File: config.mk
export PLATFORM = sky130hd
export DESIGN_NAME = leg_opclass_decoder
export DESIGN_NICKNAME = d
export VERILOG_FILES = /design/src/rtl/leg_opclass_decoder.sv
export SDC_FILE = /design/constraint.sdc
export NUM_CORES = 1
export LEC_CHECK = 0
export BUFFER_PORTS_ARGS = -buffer_cell sky130_fd_sc_hd__buf_2
export CORE_AREA = 2 2 44 46
export CTS_CLUSTER_SIZE = 30
export DETAILED_ROUTE_END_ITERATION = 8
export DIE_AREA = 0 0 46 48
export PLACE_DENSITY_LB_ADDON = 0.15
export RECOVER_POWER = 100
export SLEW_MARGIN = 10
export SYNTH_ARGS = -nofsm -noshare
export SYNTH_HDL_FRONTEND = slang
export SYNTH_SLANG_ARGS = --single-unit
File: constraint.sdc
create_clock -name clk -period 1.8 [get_ports clk]
set_input_delay 0.18 -clock clk [delete_from_list [all_inputs] [get_ports clk]]
set_output_delay 0.18 -clock clk [all_outputs]
set_load 0.02 [all_outputs]
File: src/rtl/leg_opclass_decoder.sv
// LEG opcode-class decoder: extracts a select field from each instruction and
// presents a one-hot class through a one-entry valid/ready output register.
module leg_opclass_decoder #(
  parameter int unsigned INSTR_WIDTH = 8,
  parameter int unsigned SEL_LSB     = 6,
  parameter int unsigned SEL_WIDTH   = 2,
  parameter int unsigned CNT_WIDTH   = 8,
  localparam int unsigned NUM_CLASS  = 2 ** SEL_WIDTH
) (
  input  logic                   clk,
  input  logic                   rst,
  input  logic                   in_valid,
  output logic                   in_ready,
  input  logic [INSTR_WIDTH-1:0] instr,
  output logic                   out_valid,
  input  logic                   out_ready,
  output logic [NUM_CLASS-1:0]   class_onehot,
  output logic [SEL_WIDTH-1:0]   class_id,
  output logic                   illegal,
  output logic                   err_sticky,
  output logic [CNT_WIDTH-1:0]   err_cnt,
  input  logic                   err_clr
);

  if (SEL_LSB + SEL_WIDTH > INSTR_WIDTH) begin : g_bad_sel
    $error("leg_opclass_decoder: select field exceeds instruction width");
  end

  localparam logic [CNT_WIDTH-1:0] CNT_MAX = {CNT_WIDTH{1'b1}};

  logic [SEL_WIDTH-1:0] sel_c;
  logic                 accept_c;
  logic                 instr_unused_c;

  logic                 out_valid_q, out_valid_d;
  logic [NUM_CLASS-1:0] onehot_q, onehot_d;
  logic [SEL_WIDTH-1:0] class_id_q, class_id_d;
  logic                 illegal_q, illegal_d;
  logic                 sticky_q, sticky_d;
  logic [CNT_WIDTH-1:0] cnt_q, cnt_d;

  assign sel_c          = instr[SEL_LSB +: SEL_WIDTH];
  assign instr_unused_c = ^instr;
  assign in_ready       = !out_valid_q || out_ready;
  assign accept_c       = in_valid && in_ready;

  // Output register and error-tracking next state.
  always_comb begin
    out_valid_d = out_valid_q;
    onehot_d    = onehot_q;
    class_id_d  = class_id_q;
    illegal_d   = illegal_q;
    sticky_d    = sticky_q;
    cnt_d       = cnt_q;

    if (accept_c) begin
      out_valid_d = 1'b1;
      onehot_d    = NUM_CLASS'(1) << sel_c;
      class_id_d  = sel_c;
      illegal_d   = (sel_c == '0);
    end else if (out_valid_q && out_ready) begin
      // Zero-when-invalid; class_id intentionally keeps its last value.
      out_valid_d = 1'b0;
      onehot_d    = '0;
      illegal_d   = 1'b0;
    end

    // Clear beats a coincident class-0 accept.
    if (err_clr) begin
      sticky_d = 1'b0;
      cnt_d    = '0;
    end else if (accept_c && (sel_c == '0)) begin
      sticky_d = 1'b1;
      if (cnt_q != CNT_MAX) begin
        cnt_d = cnt_q + CNT_WIDTH'(1);
      end
    end
  end

  always_ff @(posedge clk) begin
    if (rst) begin
      out_valid_q <= 1'b0;
      onehot_q    <= '0;
      class_id_q  <= '0;
      illegal_q   <= 1'b0;
      sticky_q    <= 1'b0;
      cnt_q       <= '0;
    end else begin
      out_valid_q <= out_valid_d;
      onehot_q    <= onehot_d;
      class_id_q  <= class_id_d;
      illegal_q   <= illegal_d;
      sticky_q    <= sticky_d;
      cnt_q       <= cnt_d;
    end
  end

  assign out_valid    = out_valid_q;
  assign class_onehot = onehot_q;
  assign class_id     = class_id_q;
  assign illegal      = illegal_q;
  assign err_sticky   = sticky_q;
  assign err_cnt      = cnt_q;

endmodule

==> flow_summary.ini <==
[global_routing]
grt_pass1_vias = 564
track_usage_pct = 15.8
grt_pass1_wl_um = 2370
overflow = 0
antenna_found_initial = 0
grt_max_degree = 12

[sta]
finalHoldWorstSlack_ps = 167
timing_hold_violations_final = 0
min_period_ps = 1540
drv_slew = 0
post-route-period-util_pct = 85.5
max_freq_mhz = 649
fin_skew_ps = 2.69
relSlewSlack_pct = 67.1
setup_viol = 0
tightest_slew_ps = 492
rsz0062_at_grt = no
timing.setup.tns_ps = 0

[clocking]
tritoncts = done
clock_sinks = 16
clk_pin_slew_ps = 100
htreeDepth = 1
cts_inserted_buffers = 3
cts_hold_buf = 0
cts_setup_buffers = 0
clockBufferDepth = 2
clk_latency_ps = 280
cts_resized = 0
cts_root_buf = clkbuf_4

[setup_path]
cp_slowest_cell = or4_1
cp_cell_sequence = ha_1, nand3_1, nor2_1, or4_1, a21oi_1
worst_ep_required_time_ps = 2020
cp.arrival_ps = 1760
path_max_fanout = 10
reg2reg_slack_ps = 260
cpPeakStageDelay_ps = 490
endpoint_kind = flop
start_kind = flop
path_class = reg2reg
rr_startpoint = err_cnt[0]
cp-startpoint = err_cnt[0]

[floorplanning]
core_area_um2 = 1690
io_pins = 31
die_x_um = 46
die_y_um = 48
design.die.area_um2 = 2210
start_util_pct = 44.4
core.rowCount = 15

[placement]
port_buffers = 24
gp_congestion = 0.765
hpwl_um = 1150

[detailed_routing]
viasPerCell = 5.67
ant_nets = 0
first_pass_iters = 4
wl_per_cell_um = 12.5
drc = 0
routed_wl_um = 1580
vias = 720
drt_iter0_drc = 11

[final_layout]
multi_input_area_um2 = 369
area_growth_pct = 14.0
drive_gt1_share_pct = 12.7
fillers = 186
nNetsFinal = 125
antennaDiodeCount = 0
seqCellArea_um2 = 320

[power_and_ir_drop]
power_density_nw_per_um2 = 787
irDropWorstVdd_mv = 0.393
cellLeakagePower_uw = 0.000279

[synthesis]
syn_area_um2 = 751
yosys_warnings = 0
synth_edf_count = 0
synthSimpleGateAreaFrac_pct = 30.3
synthMuxAreaShare_pct = 1.33
ys_ff_latch = 16
synth_fa_ha_area_share_pct = 1.67
avgSynthCellArea_um2 = 8.53
netlist-cell-type-count = 28
synthArstFlopShare_pct = 0
synthFlopType = dfxtp_1
synth_xor_xnor_area_share_pct = 0
synth_compound_area_share_pct = 16.0
synth_cells = 88
synth_top_family_by_area = simple AND/OR/NAND/NOR gates
syn_nets = 102
ys_seq_area_share_pct = 42.7

[outcome]
status = finished, final reports clean

[min_path]
hp-start = rst
hold_class = in2reg

[run]
maxCapViolations = 0
==> metal layers <==
layer / track usage, % / share of wire (%) / vias to the layer above
met5: 0 / 0 / -
met4: 12.0 / 2.1 / 0
met3: 3.40 / 4.3 / 4
met2: 24.4 / 47 / 18
met1: 19.0 / 47 / 339
li1: - / - / 359
==> sequential cells by signal, summed over array words and instances, names as in the netlist <==
| name | count |
|---|---|
| illegal | 1 |
| err_cnt | 8 |
| class_id | 2 |
| err_sticky | 1 |
| out_valid | 1 |
| class_onehot | 3 |
==> cells in the mapped netlist, types with 2 or more instances <==
cell type | count | area share (%)
or3_1 | 2 | 1.7
buf_6 | 3 | 4.5
o21ai_0 | 3 | 2.0
or2_2 | 2 | 1.7
or4_1 | 2 | 2.0
a21oi_1 | 13 | 8.7
nand2_1 | 9 | 4.5
nand4_1 | 3 | 2.5
nor2_1 | 7 | 3.5
clkbuf_1 | 3 | 1.5
o31ai_1 | 2 | 2.0
nand3_1 | 6 | 4.0
inv_1 | 2 | 1.0
dfxtp_1 | 16 | 43
nor4_1 | 2 | 1.7
==> critical path: cells and delay by family, from the launching register on <==
kind	cells	cell delay, ps
simple gates	3	710
flops	1	350
fa+ha+maj	1	260
compound gates	1	150
==> cell usage in the layout (no fill, tap or decap) <==
cell / n
a211oi_1: 1
a21oi_1: 13
and3_1: 1
buf_2: 6
clkbuf_1: 19
clkbuf_4: 3
clkbuf_8: 1
dfxtp_1: 16
ha_1: 1
inv_1: 2
mux2i_1: 1
nand2_1: 9
nand2b_1: 1
nand3_1: 6
nand3_4: 1
nand3b_1: 1
nand4_1: 3
nand4b_1: 1
nor2_1: 7
nor2_4: 1
nor3b_1: 1
nor4_1: 2
o21ai_0: 3
o311ai_0: 1
o31ai_1: 2
o41ai_1: 1
or2_2: 2
or3_1: 2
or4_1: 2
==> power by group <==
group	switching, uW	internal, uW	total (uW)
combinational	46.6	20.9	67.5
clock	116	123	239
sequential	4.71	362	367
total	167	506	673
==> per-stage QoR <==
| stage | cells | setup slack, ps | area (um^2) | total power, uW | utilization (%) |
|---|---|---|---|---|---|
| after floorplan | 88 | 294 | 751 | 428 | - |
| after global placement | 123 | 334 | 847 | 446 | 50.1 |
| after detailed placement | 123 | 288 | 847 | 447 | 50.1 |
| after CTS | 127 | 264 | 883 | 684 | 52.3 |
| after global routing | 127 | 110 | 856 | 715 | 50.7 |
| final | 127 | 260 | 856 | 673 | 50.7 |
==> logic make-up after synthesis <==
logic type | after synthesis
AND/OR/NAND/NOR | 40
AO/OA/AOI/OAI | 21
flip-flops | 16
buffers and inverters | 9
multiplexers | 1
adder cells (fa/ha/maj) | 1
==> worst paths after layout <==
check	end	depth (start not counted)
worst max-delay path	err_cnt[3]	5
worst min-delay path	class_onehot[1]	2
worst max register to register	err_cnt[3]	5
worst min register to register	class_id[1]	2
==> layout make-up <==
class / count / share of cell area (%)
sequential: 16 / 37.4
clock buffer: 4 / 4.24
inverter: 2 / 0.877
multi-input combinational: 63 / 43.1
timing repair buffer: 25 / 11.8
tap: 17 / 2.49
No activity file was read; power rests on OpenSTA's default activity.
